### src/rtl/spi_flash_seq_pkg.sv
`default_nettype none
// +---------------------------------------------------------------------------+
// | Module : spi_flash_pkg                                                    |
// | Brief  : Shared state encoding and flash opcodes for the command sequencer|
// | Rev    : 1.0                                                              |
// +---------------------------------------------------------------------------+
package spi_flash_pkg;

    typedef enum logic [3:0] {
        ST_IDLE     = 4'd0,
        ST_WREN     = 4'd1,
        ST_PP_CMD   = 4'd2,
        ST_ADDR     = 4'd3,
        ST_WR_DATA  = 4'd4,
        ST_RD_CMD   = 4'd5,
        ST_RD_DATA  = 4'd6,
        ST_POLL_CMD = 4'd7,
        ST_POLL_RD  = 4'd8,
        ST_GAP      = 4'd9,
        ST_DONE     = 4'd10
    } state_t;

    localparam logic [7:0] DEF_CMD_READ = 8'h03;
    localparam logic [7:0] DEF_CMD_PP   = 8'h02;
    localparam logic [7:0] DEF_CMD_WREN = 8'h06;
    localparam logic [7:0] DEF_CMD_RDSR = 8'h05;
    localparam int         WIP_BIT      = 0;

endpackage
`default_nettype wire

### src/rtl/spi_flash_seq_if.sv
`default_nettype none
// +---------------------------------------------------------------------------+
// | Module : spi_flash_seq_if                                                 |
// | Brief  : Word request / response channel of the flash command sequencer   |
// | Rev    : 1.0                                                              |
// +---------------------------------------------------------------------------+
interface spi_flash_seq_if;
    logic        req_valid;
    logic        req_ready;
    logic        req_write;
    logic [23:0] req_addr;
    logic [31:0] req_wdata;
    logic        rsp_valid;
    logic [31:0] rsp_rdata;
    logic        rsp_err;

    modport master (
        output req_valid, req_write, req_addr, req_wdata,
        input  req_ready, rsp_valid, rsp_rdata, rsp_err
    );

    modport slave (
        input  req_valid, req_write, req_addr, req_wdata,
        output req_ready, rsp_valid, rsp_rdata, rsp_err
    );
endinterface
`default_nettype wire

### src/rtl/spi_flash_seq_byte_issuer.sv
`default_nettype none
// +---------------------------------------------------------------------------+
// | Module : spi_flash_byte_issuer                                            |
// | Brief  : One-byte-at-a-time start/done handshake and chip-select framing  |
// | Rev    : 1.0                                                              |
// +---------------------------------------------------------------------------+
module spi_flash_byte_issuer (
    input  wire logic       clk,
    input  wire logic       reset,
    input  wire logic       issue,
    input  wire logic [7:0] tx_in,
    input  wire logic       last,
    input  wire logic       byte_done,
    output logic            idle,
    output logic            done,
    output logic            byte_start,
    output logic [7:0]      byte_tx,
    output logic            frame
);

    logic pending;

    assign idle = !pending;
    // Stray byte_done pulses are ignored unless a byte is outstanding.
    assign done = pending && byte_done;

    always_ff @(posedge clk or posedge reset) begin
        if (reset) begin
            pending    <= 1'b0;
            byte_start <= 1'b0;
            byte_tx    <= 8'h00;
            frame      <= 1'b0;
        end else begin
            byte_start <= 1'b0;
            if (issue && !pending) begin
                byte_start <= 1'b1;
                byte_tx    <= tx_in;
                frame      <= 1'b1;
                pending    <= 1'b1;
            end else if (done) begin
                pending <= 1'b0;
                // last is evaluated at completion so polling can close on status.
                if (last) begin
                    frame <= 1'b0;
                end
            end
        end
    end

endmodule
`default_nettype wire

### src/rtl/spi_flash_seq.sv
`default_nettype none
// +---------------------------------------------------------------------------+
// | Module : spi_flash_seq                                                    |
// | Brief  : Expands word read/write requests into flash command frames       |
// | Rev    : 1.0                                                              |
// +---------------------------------------------------------------------------+
module spi_flash_seq
    import spi_flash_pkg::*;
#(
    parameter logic [7:0] CMD_READ = DEF_CMD_READ,
    parameter logic [7:0] CMD_PP   = DEF_CMD_PP,
    parameter logic [7:0] CMD_WREN = DEF_CMD_WREN,
    parameter logic [7:0] CMD_RDSR = DEF_CMD_RDSR,
    parameter int         CS_GAP   = 4,
    parameter int         POLL_MAX = 65535
) (
    input  wire logic       clk,
    input  wire logic       reset,
    spi_flash_seq_if.slave  bus,
    output logic            busy,
    output logic            byte_start,
    output logic [7:0]      byte_tx,
    input  wire logic       byte_done,
    input  wire logic [7:0] byte_rx,
    output logic            frame
);

    localparam int GAP_W = $clog2(CS_GAP + 1);

    state_t            state, state_n, ret_state, ret_n;
    logic [1:0]        byte_idx, idx_n;
    logic [GAP_W-1:0]  gap_cnt, gap_n;
    logic [15:0]       poll_cnt, poll_n;
    logic              lat_write;
    logic [23:0]       lat_addr;
    logic [31:0]       lat_wdata;
    logic [31:0]       rdata;
    logic              err;

    logic              accept, capture, err_load, err_val;
    logic              issue, last, idle, done, timeout, wip;
    logic [7:0]        tx_sel;

    spi_flash_byte_issuer u_issuer (
        .clk        (clk),
        .reset      (reset),
        .issue      (issue),
        .tx_in      (tx_sel),
        .last       (last),
        .byte_done  (byte_done),
        .idle       (idle),
        .done       (done),
        .byte_start (byte_start),
        .byte_tx    (byte_tx),
        .frame      (frame)
    );

    assign wip     = byte_rx[WIP_BIT];
    // Timeout when this status byte would be the POLL_MAX-th one still busy.
    assign timeout = ({1'b0, poll_cnt} + 17'd1) >= 17'(POLL_MAX);

    assign bus.req_ready = (state == ST_IDLE);
    assign bus.rsp_valid = (state == ST_DONE);
    assign bus.rsp_rdata = rdata;
    assign bus.rsp_err   = err;
    assign busy          = (state != ST_IDLE);

    always_ff @(posedge clk or posedge reset) begin
        if (reset) begin
            state     <= ST_IDLE;
            ret_state <= ST_IDLE;
            byte_idx  <= 2'd0;
            gap_cnt   <= '0;
            poll_cnt  <= 16'd0;
            lat_write <= 1'b0;
            lat_addr  <= 24'd0;
            lat_wdata <= 32'd0;
            rdata     <= 32'd0;
            err       <= 1'b0;
        end else begin
            state     <= state_n;
            ret_state <= ret_n;
            byte_idx  <= idx_n;
            gap_cnt   <= gap_n;
            poll_cnt  <= poll_n;
            if (accept) begin
                lat_write <= bus.req_write;
                lat_addr  <= bus.req_addr;
                lat_wdata <= bus.req_wdata;
                rdata     <= 32'd0;
                err       <= 1'b0;
            end
            if (capture) begin
                rdata[{byte_idx, 3'b000} +: 8] <= byte_rx;
            end
            if (err_load) begin
                err <= err_val;
            end
        end
    end

    always_comb begin
        state_n  = state;
        ret_n    = ret_state;
        idx_n    = byte_idx;
        gap_n    = gap_cnt;
        poll_n   = poll_cnt;
        accept   = 1'b0;
        capture  = 1'b0;
        err_load = 1'b0;
        err_val  = 1'b0;
        issue    = 1'b0;
        last     = 1'b0;
        tx_sel   = 8'h00;

        case (state)
            ST_IDLE: begin
                if (bus.req_valid) begin
                    accept  = 1'b1;
                    state_n = bus.req_write ? ST_WREN : ST_RD_CMD;
                    idx_n   = 2'd0;
                    gap_n   = '0;
                    poll_n  = 16'd0;
                end
            end
            ST_WREN: begin
                tx_sel = CMD_WREN;
                issue  = idle;
                last   = 1'b1;
                if (done) begin
                    state_n = ST_GAP;
                    ret_n   = ST_PP_CMD;
                end
            end
            ST_PP_CMD, ST_RD_CMD: begin
                tx_sel = (state == ST_PP_CMD) ? CMD_PP : CMD_READ;
                issue  = idle;
                if (done) begin
                    state_n = ST_ADDR;
                    idx_n   = 2'd0;
                end
            end
            ST_ADDR: begin
                case (byte_idx)
                    2'd0:    tx_sel = lat_addr[23:16];
                    2'd1:    tx_sel = lat_addr[15:8];
                    default: tx_sel = lat_addr[7:0];
                endcase
                issue = idle;
                if (done) begin
                    if (byte_idx == 2'd2) begin
                        idx_n   = 2'd0;
                        state_n = lat_write ? ST_WR_DATA : ST_RD_DATA;
                    end else begin
                        idx_n = byte_idx + 2'd1;
                    end
                end
            end
            ST_WR_DATA: begin
                tx_sel = lat_wdata[{byte_idx, 3'b000} +: 8];
                issue  = idle;
                last   = (byte_idx == 2'd3);
                if (done) begin
                    idx_n = byte_idx + 2'd1;
                    if (byte_idx == 2'd3) begin
                        state_n = ST_GAP;
                        ret_n   = ST_POLL_CMD;
                    end
                end
            end
            ST_RD_DATA: begin
                issue = idle;
                last  = (byte_idx == 2'd3);
                if (done) begin
                    capture = 1'b1;
                    idx_n   = byte_idx + 2'd1;
                    if (byte_idx == 2'd3) begin
                        state_n = ST_DONE;
                    end
                end
            end
            ST_POLL_CMD: begin
                tx_sel = CMD_RDSR;
                issue  = idle;
                if (done) begin
                    state_n = ST_POLL_RD;
                end
            end
            ST_POLL_RD: begin
                issue = idle;
                last  = !wip || timeout;
                if (done) begin
                    if (!wip || timeout) begin
                        state_n  = ST_DONE;
                        err_load = 1'b1;
                        err_val  = wip;
                    end
                    if (poll_cnt != 16'hFFFF) begin
                        poll_n = poll_cnt + 16'd1;
                    end
                end
            end
            ST_GAP: begin
                if (gap_cnt == GAP_W'(CS_GAP - 1)) begin
                    gap_n   = '0;
                    state_n = ret_state;
                end else begin
                    gap_n = gap_cnt + 1'b1;
                end
            end
            ST_DONE: begin
                state_n = ST_IDLE;
            end
            default: begin
                state_n = ST_IDLE;
            end
        endcase
    end

endmodule
`default_nettype wire

### src/flat_wrapper.sv
// flat-port wrapper written by rule: the top's interface ports become plain ports
module spi_flash_seq_flat import spi_flash_pkg::*;
#(
    parameter logic [7:0] CMD_READ = DEF_CMD_READ,
    parameter logic [7:0] CMD_PP   = DEF_CMD_PP,
    parameter logic [7:0] CMD_WREN = DEF_CMD_WREN,
    parameter logic [7:0] CMD_RDSR = DEF_CMD_RDSR,
    parameter int         CS_GAP   = 4,
    parameter int         POLL_MAX = 65535
)
  (clk, reset, busy, byte_start, byte_tx, byte_done, byte_rx, frame, bus_req_valid, bus_req_write, bus_req_addr, bus_req_wdata, bus_req_ready, bus_rsp_valid, bus_rsp_rdata, bus_rsp_err);
  spi_flash_seq_if bus_i ();
  input  wire logic clk;
  input  wire logic reset;
  output logic busy;
  output logic byte_start;
  output logic [7:0] byte_tx;
  input  wire logic byte_done;
  input  wire logic [7:0] byte_rx;
  output logic frame;
  input wire logic [$bits(bus_i.req_valid)-1:0] bus_req_valid;
  input wire logic [$bits(bus_i.req_write)-1:0] bus_req_write;
  input wire logic [$bits(bus_i.req_addr)-1:0] bus_req_addr;
  input wire logic [$bits(bus_i.req_wdata)-1:0] bus_req_wdata;
  output wire logic [$bits(bus_i.req_ready)-1:0] bus_req_ready;
  output wire logic [$bits(bus_i.rsp_valid)-1:0] bus_rsp_valid;
  output wire logic [$bits(bus_i.rsp_rdata)-1:0] bus_rsp_rdata;
  output wire logic [$bits(bus_i.rsp_err)-1:0] bus_rsp_err;
  assign bus_i.req_valid = bus_req_valid;
  assign bus_i.req_write = bus_req_write;
  assign bus_i.req_addr = bus_req_addr;
  assign bus_i.req_wdata = bus_req_wdata;
  assign bus_req_ready = bus_i.req_ready;
  assign bus_rsp_valid = bus_i.rsp_valid;
  assign bus_rsp_rdata = bus_i.rsp_rdata;
  assign bus_rsp_err = bus_i.rsp_err;
  spi_flash_seq #(.CMD_READ(CMD_READ), .CMD_PP(CMD_PP), .CMD_WREN(CMD_WREN), .CMD_RDSR(CMD_RDSR), .CS_GAP(CS_GAP), .POLL_MAX(POLL_MAX)) u_core (.clk(clk), .reset(reset), .bus(bus_i), .busy(busy), .byte_start(byte_start), .byte_tx(byte_tx), .byte_done(byte_done), .byte_rx(byte_rx), .frame(frame));
endmodule
### config.mk
export PLATFORM = sky130hd
export DESIGN_NAME = spi_flash_seq_flat
export DESIGN_NICKNAME = d
export VERILOG_FILES = /design/src/rtl/spi_flash_seq_pkg.sv /design/src/rtl/spi_flash_seq_if.sv /design/src/rtl/spi_flash_seq_byte_issuer.sv /design/src/rtl/spi_flash_seq.sv /design/src/flat_wrapper.sv
export SDC_FILE = /design/constraint.sdc
export NUM_CORES = 1
export LEC_CHECK = 0
export ABC_CLOCK_PERIOD_IN_PS = 3980
export CAP_MARGIN = 20
export CORE_ASPECT_RATIO = 1.4
export CORE_UTILIZATION = 30
export DETAILED_ROUTE_END_ITERATION = 8
export DONT_BUFFER_PORTS = 1
export GPL_TIMING_DRIVEN = 0
export PLACE_DENSITY = 0.44
export SYNTH_ARGS = -nofsm -noshare
export SYNTH_HDL_FRONTEND = slang
export SYNTH_SLANG_ARGS = --single-unit
### constraint.sdc
create_clock -name clk -period 3.98 [get_ports clk]
set_input_delay 0.398 -clock clk [delete_from_list [all_inputs] [get_ports clk]]
set_output_delay 0.398 -clock clk [all_outputs]
set_load 0.05 [all_outputs]
==> results of run 1 <==
## flip-flops by register name, indices dropped and copies added (netlist names)
| signal | count |
|---|---|
| u_core.bus.rsp_rdata | 32 |
| u_core.lat_wdata | 32 |
| u_core.lat_addr | 24 |
| u_core.poll_cnt | 16 |
| u_core.u_issuer.byte_tx | 8 |
| u_core.state | 4 |
| u_core.gap_cnt | 3 |
| u_core.byte_idx | 2 |
| u_core.ret_state | 2 |
| u_core.bus.rsp_err | 1 |
| u_core.lat_write | 1 |
| u_core.u_issuer.byte_start | 1 |
| u_core.u_issuer.frame | 1 |
| u_core.u_issuer.pending | 1 |
## logic make-up after synthesis
| kind of cell | share of synthesized area (%) |
|---|---|
| AO/OA/AOI/OAI | 17.3 |
| XOR/XNOR | 0.559 |
| adder cells (fa/ha/maj) | 2.00 |
| buffers and inverters | 3.61 |
| flip-flops | 51.1 |
| multiplexers | 3.73 |
| AND/OR/NAND/NOR | 21.7 |
## metal layers
layer / wire length (µm) / part of all wire [%]
met1: 7660 / 41
met2: 9620 / 52
met3: 868 / 4.7
met4: 490 / 2.6
met5: 0 / 0
## cells in the final DEF, fill, tap and decap left out, types with 8 or more instances in the layout
cell	n
dfrtp_1	128
mux4_2	8
nand2_1	205
o31ai_1	10
a22oi_1	9
nand3_1	12
a21oi_1	36
inv_1	14
clkbuf_16	17
o21ai_0	28
nor3_1	8
clkbuf_1	32
nor2_1	31
a22o_1	36
ha_1	10
## final cells by class
cell class	instances	area, µm²
clock buffers	19	443
inverters	15	61.3
fillers	2159	13200
well taps	256	320
repair buffers	2	37.5
plain buffers	41	170
flip-flops and latches	128	3200
multi-input cells	484	2840
clock inverters	13	175
## per-stage QoR
| step | util [%] | power [mW] | instances | setup WS [ns] | cell area [µm²] |
|---|---|---|---|---|---|
| detailed placement | 32.3 | 4.06 | 925 | 0.667 | 6620 |
| finish | 35.4 | 5.67 | 958 | 0.596 | 7250 |
| floorplan | - | 3.47 | 668 | 0.169 | 6270 |
| global route | 35.4 | 6.08 | 958 | 0.402 | 7250 |
| global placement | 32.2 | 4.01 | 924 | -1.35 | 6590 |
| CTS | 35.4 | 5.74 | 958 | 0.515 | 7250 |
## report_power, final
| group | total (mW) | leakage (nW) | internal (mW) | switching [mW] |
|---|---|---|---|---|
| registers | 2.09 | 1.67 | 1.67 | 0.413 |
| logic | 1.93 | 1.35 | 0.669 | 1.26 |
| clock network | 1.66 | 0.290 | 1.02 | 0.640 |
| total | 5.67 | 3.31 | 3.36 | 2.31 |
## worst paths after layout
kind	from	endpoint	slack, ns	cells past startpoint
max reg2reg	u_core.byte_idx[0]	u_core.bus.rsp_rdata[25]	0.74	6
min in group asynchronous	reset	u_core.lat_addr[17]	0.48	2
max	u_core.state[0]	busy	0.60	6
min	byte_done	u_core.u_issuer.pending	0.06	1
max in group asynchronous	reset	u_core.u_issuer.byte_tx[6]	2.70	3
min reg2reg	u_core.ret_state[1]	u_core.ret_state[1]	0.46	2
==> out/metrics.yaml, run 1 <==
period_share_pct: 85.0
power.leakage_nw: 3.31
yosysSeqAreaShare_pct: 51.1
grt_use_met1_pct: 21.9
hold_slack_ns: 0.0627
ant_nets: 0
crit_path_top_delay_cell: "nor2_1"
htreeDepth: 4
status: "complete, no violations"
synth_area_per_cell_um2: 9.38
tightest_slew_ns: 1.03
cts_inserted_buffers: 17
yosys.area.top_type_share_pct: 51.1
antenna_found_initial: 0
synthCells: 668
overflow: 0
synth_ff_type: "dfrtp_1"
cts_root_buffer: "clkbuf_16"
path_class: "reg -> out"
synth_edf_count: 0
crit_fanout: 10
areaGrowthSynthToFinish_pct: 15.7
timing.final.crit_period_ns: 3.38
final.setup.tns_ns: 0
portBuffers: 0
start_util_pct: 30.6
synth_most_common_cell: "nand2_1"
synth_area_leaders: "dfrtp_1, nand2_1, a22o_1"
postSynth.asyncResetShare_pct: 100
crit_buf_inv: 4
slew_headroom_pct: 31.0
nNetsFinal: 768
grt_pass1_vias: 5336
num_antenna_cells: 0
drt_iter0_drc: 236
rsz0062_at_grt: "false"
synth.distinct_cells: 60
synth_top_area_cell: "dfrtp_1"
ctsHoldBuffers: 1
row_count: 62
setup_violations: 0
arrival_ns: 2.99
wire_per_inst_um: 19.5
dp_hpwl_mm: 13.4
p_per_area_nw_per_um2: 782
skew_ns: 0.00755
grt_max_degree: 87
routed-via-count: 4989
crit_family: "buffers and inverters"
timing.fmax_mhz: 296
crit_path_end_kind: "output port"
fp.dieH_um: 173
cts_resized: 0
ys_warn_count: 0
dieArea_um2: 21500
hold_class: "in -> reg"
gr-usage-met3_pct: 5.18
slew_violations: 0
ys_top_cells_by_count: "nand2_1, dfrtp_1, a21oi_1, a22o_1"
worstPathRequired_ns: 3.58
cts_sinks: 128
vias_per_cell: 5.21
worstSetupStartpointType: "flip-flop"
peakVddDrop_v: 0.000364
slowest_delay_ns: 0.81
grt-busiest-layer: "met2"
syn_area_um2: 6270
drive_above_1_share_pct: 9.12
crit_chain: "clkbuf_1, inv_1, clkbuf_1, nand2_1, nor2_1, inv_1"
die_x_um: 124
cts_tree: "built"
io_pins: 115
grt_first_pass_wirelength_mm: 29.7
route.detailed.drc: 0
drv_cap: 0
clock_latency_ns: 0.42
met2_usage_pct: 30.8
postCtsSetupBuffers: 0
grt_util_all_layers_pct: 18.5
wl_mm: 18.6
gp_congestion: 0.839
clock_path_buffers: 2
dr.pass1.iters: 4
ys_seq_elements: 128
synth_nets: 747
coreArea_um2: 20500
hold_viol: 0
clkSlewWorstSetupHoldPaths_ns: 0.06
Note: power is estimated with default switching activity, not from simulation.
==> run 2: changes to the inputs <==
- ABC_AREA: default -> 1
==> run 2 against run 1 <==
Net effect: the flow now finishes with violations (DRC); critical path depth up 3; core utilization up 0.18 points; via count up 3.8%; first-iteration DRC count up 19%; largest cell class unchanged; largest power group unchanged.
==> out/metrics.yaml, run 2 <==
post-place-ws_ns: 0.873  # +0.206 ns
timing.final.crit_period_ns: 3.14  # -0.249 ns
status: "finished with violations"
skew_ns: 0.00868  # +0.00113 ns
drv_cap: 0  # unchanged
crit_path_top_delay_cell: "buf_1"
violations: "DRC"
die_x_um: 125  # +0.72%
fillers: 2197  # +1.8%
postSynth.asyncResetShare_pct: 100  # unchanged
placed_cell_area_um2: 6710  # +1.4%
fp.dieH_um: 174  # +0.73%
crit_fanout: 12  # +2
dr.pass1.iters: 6  # +2
dp_hpwl_mm: 14.0  # +4.5%
ant_nets: 0  # unchanged
drt_iter0_drc: 282  # +19%
slew_headroom_pct: 32.5  # +1.5 points
hold_viol: 0  # unchanged
grt_pass1_vias: 5302  # -0.64%
yosys.area.top_type_share_pct: 50.4  # -0.74 points
start_util_pct: 30.8  # +0.22 points
hold_class: "in -> reg"
rsz0062_at_grt: "false"
gp_congestion: 0.840  # +0.13%
worstPathRequired_ns: 4.32  # +0.74 ns
slowest_delay_ns: 0.52  # -0.29 ns
hold_slack_ns: 0.0888  # +0.0262 ns
crit_chain: "clkbuf_1, clkinv_1, ha_1, inv_1, buf_1, nand3_1, nand3_1, a21oi_1, a21oi_1"
cts_tree: "built"
grt_first_pass_wirelength_mm: 29.4  # -1.0%
coreArea_um2: 20600  # +0.76%
ys_seq_elements: 128  # unchanged
path_class: "reg -> reg"
final_cell_area_um2: 7340  # +1.3%
cts_inserted_buffers: 17  # unchanged
p_seq_share_pct: 37.0  # +0.2 points
synthCells: 716  # +7.2%
htreeDepth: 4  # unchanged
synth_nets: 795  # +6.4%
ys_warn_count: 0  # unchanged
tightest_slew_ns: 1.01  # -0.0224 ns
synth.distinct_cells: 40  # -33%
clock_latency_ns: 0.42  # about the same
slew_violations: 0  # unchanged
synth_edf_count: 0  # unchanged
areaGrowthSynthToFinish_pct: 15.4
combPwrFrac_pct: 34.4  # +0.4 points
overflow: 0  # unchanged
synth_area_leaders: "dfrtp_1, mux2_2, nand2_1"
arrival_ns: 3.47  # +0.48 ns
final_common_cell: "nand2_1"
synth_area_per_cell_um2: 8.88  # -5.3%
crit_path_end_kind: "flip-flop"
internal_power_mw: 3.47  # +3.3%
timing.fmax_mhz: 319  # +7.9%
row_count: 62  # unchanged
worstSetupStartpointType: "flip-flop"
fin_ws_ns: 0.845  # +0.249 ns
ys_top_cells_by_count: "nand2_1, dfrtp_1, nand3_1, nor2_1, inv_1"
num_antenna_cells: 0  # unchanged
pwr-share-clk_pct: 28.6  # -0.6 points
grt_max_degree: 77  # -11%
p_per_area_nw_per_um2: 786  # +0.47%
vias_per_cell: 5.15  # -1.1%
synth_most_common_cell: "nand2_1"
yosysSeqAreaShare_pct: 50.4  # -0.74 points
clkSlewWorstSetupHoldPaths_ns: 0.06  # about the same
routed-via-count: 5177  # +3.8%
postCtsSetupBuffers: 0  # unchanged
swShare_pct: 39.9  # -0.88 points
grt_util_all_layers_pct: 17.7  # -0.83 points
power.leakage_nw: 3.14  # -5.3%
wl_mm: 18.6  # about the same
wire_per_inst_um: 18.5  # -4.7%
io_pins: 115  # unchanged
setup_violations: 0  # unchanged
power.switching_mw: 2.30  # -0.43%
peakVddDrop_v: 0.000314  # -14%
finalPower_mw: 5.77  # +1.8%
cts_sinks: 128  # unchanged
final_cell_mix: "nand2_1, dfrtp_1, nand3_1, nor2_1, inv_1"
cts_root_buffer: "clkbuf_16"
drive_above_1_share_pct: 15.2  # +6.1 points
nNetsFinal: 816  # +6.3%
period_share_pct: 78.8  # -6.2 points
dieArea_um2: 21800  # +1.5%
clock_path_buffers: 2  # unchanged
antenna_found_initial: 0  # unchanged
synth_top_area_cell: "dfrtp_1"
route.detailed.drc: 16  # +16
portBuffers: 0  # unchanged
synth_ff_type: "dfrtp_1"
syn_area_um2: 6360  # +1.5%
-- run 2: changes by cell type after synthesis, sizes merged, moves of 8 or more --
| cell | before | now |
|---|---|---|
| nand3 | 13 | 94 |
| nand2 | 206 | 138 |
| mux2 | 3 | 52 |
| inv | 15 | 59 |
| nor2 | 31 | 74 |
| a22o | 36 | 0 |
| o21ai | 30 | 55 |
| clkbuf | 32 | 12 |
| a21oi | 36 | 18 |
| o22ai | 5 | 23 |
| o31ai | 10 | 1 |
| a22oi | 9 | 1 |
| mux4 | 8 | 0 |
-- run 2: final cells by class --
class                           instances  area (µm²)  share of cell area (%)
Multi-Input combinational cell        503        2820                    38.5
Timing Repair Buffer                    2        37.5                   0.511
Clock inverter                         13         189                    2.57
Sequential cell                       128        3200                    43.6
Tap cell                              256         320                    4.36
Inverter                               61         234                    3.19
Clock buffer                           18         429                    5.85
Buffer                                 24         104                    1.41
-- run 2: path summary, 6_finish.rpt --
path	start	endpoint	slack, ns	cells past startpoint
worst max-delay path	u_core.byte_idx[1]	u_core.u_issuer.byte_tx[4]	0.84	9
worst min-delay path	byte_done	u_core.u_issuer.pending	0.09	1
worst max register to register	u_core.byte_idx[1]	u_core.u_issuer.byte_tx[4]	0.84	9
worst min register to register	u_core.ret_state[1]	u_core.ret_state[1]	0.49	2
max in group asynchronous	reset	u_core.byte_idx[1]	2.68	3
min in group asynchronous	reset	u_core.poll_cnt[0]	0.52	2
-- run 2: per-stage QoR --
stage          TNS (ns)  utilization [%]  cells
3_3_place_gp    -177.98             32.4    972
4_1_cts               0             35.6   1005
5_1_grt               0             35.6   1005
2_1_floorplan         0                -    716
6_report              0             35.6   1005
3_5_place_dp          0             32.5    973
-- run 2: power groups by stage --
stage	Combinational [mW]	Clock, mW	Sequential, mW
finish	1.99	1.65	2.13
global route	2.22	1.74	2.19
CTS	2.02	1.69	2.13
detailed placement	2.01	0	2.15
global placement	1.97	0	2.14
floorplan	1.50	0	2.06
-- run 2: metal layers --
layer | wire [µm] | track usage (%)
met3 | 1130 | 5.32
met4 | 301 | 6.20
met2 | 9870 | 32.2
met5 | 0 | 0
met1 | 7320 | 19.4
-- run 2: what timing repair did --
action / 4_1_cts / 5_1_grt
gates resized for setup: 0 / 0
hold buffers: 1 / 0
endpoints found under the hold margin: 52 / 0
-- run 2: critical path: cells and delay by family (launching register included) --
kind,cells,cell delay (ns)
AO/OA/AOI/OAI,2,0.23
flip-flops,1,0.44
buffers and inverters,4,1.69
AND/OR/NAND/NOR,2,0.25
adder cells (fa/ha/maj),1,0.44
-- run 2: cell families (layout without fill, tap and decap cells) --
logic type	count (synthesis)	count (layout)	synth area share, %
buf+inv	85	118	5.23
compound gates	115	115	10.5
mux	52	52	9.21
flops	128	128	50.4
xor+xnor	1	1	0.138
fa+ha+maj	10	10	1.97
simple gates	325	325	22.5
==> run 3: changes to the inputs <==
- ABC_AREA: 1 -> 0
- ABC_CLOCK_PERIOD_IN_PS: 3980 -> 3000
- PLACE_DENSITY: 0.44 -> 0.43
- clock period: 3.98 -> 3 ns (I/O delays scaled with it)
==> run 3 against run 2 <==
Net effect: the run now ends clean; critical path depth down 5; final area up 8.9%; via count up 2.1%; sequential share of layout area down 3.6 points; clock skew about the same; total power up 33%; setup slack worse by 0.60 ns; first-iteration DRC count down 27%; clock-buffer cell count down 1; global-route usage up 1.0 points; critical path type is now reg -> out.
==> out/metrics.yaml, run 3 (synthesis results as in run 1) <==
layoutNonFillerInstCount: 1027  # +2.2%
setup_violations: 0  # unchanged
hold_slack_ns: 0.0190  # -0.0698 ns
wire_per_inst_um: 18.8  # +1.2%
route.detailed.drc: 0  # -16
worstPathRequired_ns: 2.70  # -1.62 ns
cts_inserted_buffers: 17  # unchanged
htreeDepth: 4  # unchanged
hold_viol: 0  # unchanged
clkSlewWorstSetupHoldPaths_ns: 0.06  # about the same
cts_tree: "built"
arrival_ns: 2.45  # -1.02 ns
clock_path_buffers: 2  # unchanged
fp.dieH_um: 173  # -0.72%
drive_above_1_share_pct: 9.60  # -5.6 points
cts_sinks: 128  # unchanged
final_cell_mix: "nand2_1, dfrtp_1, dlygate4sd3_1, a21oi_1, a22o_1"
dp_hpwl_mm: 13.8  # -1.9%
status: "complete, no violations"
peakVddDrop_v: 0.000486  # +55%
final_common_cell: "nand2_1"
slew_headroom_pct: 29.8  # -2.7 points
post-place-ws_ns: -0.354  # -1.23 ns
ant_nets: 0  # unchanged
fin_ws_ns: 0.246  # -0.599 ns
grt_first_pass_wirelength_mm: 29.9  # +1.9%
antenna_found_initial: 0  # unchanged
dr.pass1.iters: 4  # -2
routed-via-count: 5284  # +2.1%
worstSetupStartpointType: "flip-flop"
start_util_pct: 30.6  # -0.22 points
path_class: "reg -> out"
grt_max_degree: 39  # -49%
power.leakage_nw: 3.62  # +16%
dieArea_um2: 21500  # -1.4%
nNetsFinal: 837  # +2.6%
drv_cap: 0  # unchanged
gp_congestion: 0.829  # -1.3%
p_per_area_nw_per_um2: 958  # +22%
timing.fmax_mhz: 363
postCtsSetupBuffers: 0  # unchanged
areaGrowthSynthToFinish_pct: 27.6
io_pins: 115  # unchanged
finalPower_mw: 7.66  # +33%
clock_latency_ns: 0.42  # about the same
grt_util_all_layers_pct: 18.7  # +1.0 points
period_share_pct: 91.8
drt_iter0_drc: 206  # -27%
cts_root_buffer: "clkbuf_16"
skew_ns: 0.00868  # +0.00000149 ns
slew_violations: 0  # unchanged
crit_path_end_kind: "output port"
rsz0062_at_grt: "false"
overflow: 0  # unchanged
wl_mm: 19.3  # +3.5%
timing.final.crit_period_ns: 2.75
hold_class: "in -> reg"
row_count: 62  # unchanged
num_antenna_cells: 0  # unchanged
coreArea_um2: 20500  # -0.75%
vias_per_cell: 5.15  # -0.12%
tightest_slew_ns: 1.05  # +0.0408 ns
grt_pass1_vias: 5391  # +1.7%
crit_fanout: 10  # -2
dp_cells: 927  # -4.7%
die_x_um: 124  # -0.72%
portBuffers: 0  # unchanged
[run 3: changes by cell type in the layout (fill, tap and decap cells not counted), sizes merged, moves of 25 or more]
cell / previous run / this run
nand2: 138 / 206
inv: 60 / 21
a22o: 0 / 36
nand3: 94 / 13
mux2: 52 / 3
o21ai: 55 / 30
dlygate4sd3: 1 / 68
nor2: 74 / 31
[run 3: power by group]
group	leakage, nW	internal [mW]	total, mW	switching, mW
Sequential	1.67	2.22	2.78	0.557
Clock	0.295	1.33	2.21	0.874
Combinational	1.66	0.965	2.68	1.71
Total	3.62	4.52	7.66	3.14
[run 3: repair_timing]
action,4_1_cts,5_1_grt
endpoints found under the hold margin,100,4
setup endpoints to repair,41,45
hold buffers,65,3
gates resized for setup,4,8
[run 3: critical path, cell delays in order, from the launching register on]
cell      delay, ns
dfrtp_1        0.35
clkbuf_1       0.21
clkbuf_1       0.29
nand2b_1       0.33
nor2_1         0.85
[run 3: through the flow]
step	instance area (µm²)	utilization, %	setup TNS, ns
5_1_grt	7990	39.0	0
2_1_floorplan	6270	-	0
4_1_cts	7940	38.8	0
3_5_place_dp	6650	32.5	-5.69
6_report	7990	39.0	0
3_3_place_gp	6590	32.2	-4.63
[run 3: metal layers]
metal,vias up,part of all wire (%),track usage [%]
met5,-,0,0
met4,0,0.94,5.90
met3,16,3.7,3.96
met2,102,54,33.1
met1,2645,41,22.1
li1,2521,-,-
[run 3: final timing paths]
check	start	endpoint	slack, ns	cells past startpoint
worst max-delay path	u_core.state[2]	bus_rsp_valid	0.25	4
worst min-delay path	byte_rx[1]	u_core.bus.rsp_rdata[17]	0.02	1
worst max register to register	u_core.byte_idx[1]	u_core.bus.rsp_rdata[15]	0.26	6
worst min register to register	u_core.ret_state[1]	u_core.ret_state[1]	0.46	2
max in group asynchronous	reset	u_core.bus.rsp_rdata[14]	1.43	5
min in group asynchronous	reset	u_core.lat_addr[11]	0.45	2
[run 3: final cells by class]
cell class,count,area (µm²)
Multi-Input combinational cell,484,2880
Inverter,15,60.1
Clock buffer,17,425
Timing Repair Buffer,71,741
Fill cell,2114,12500
Sequential cell,128,3200
Clock inverter,15,196
Buffer,41,173
Tap cell,256,320
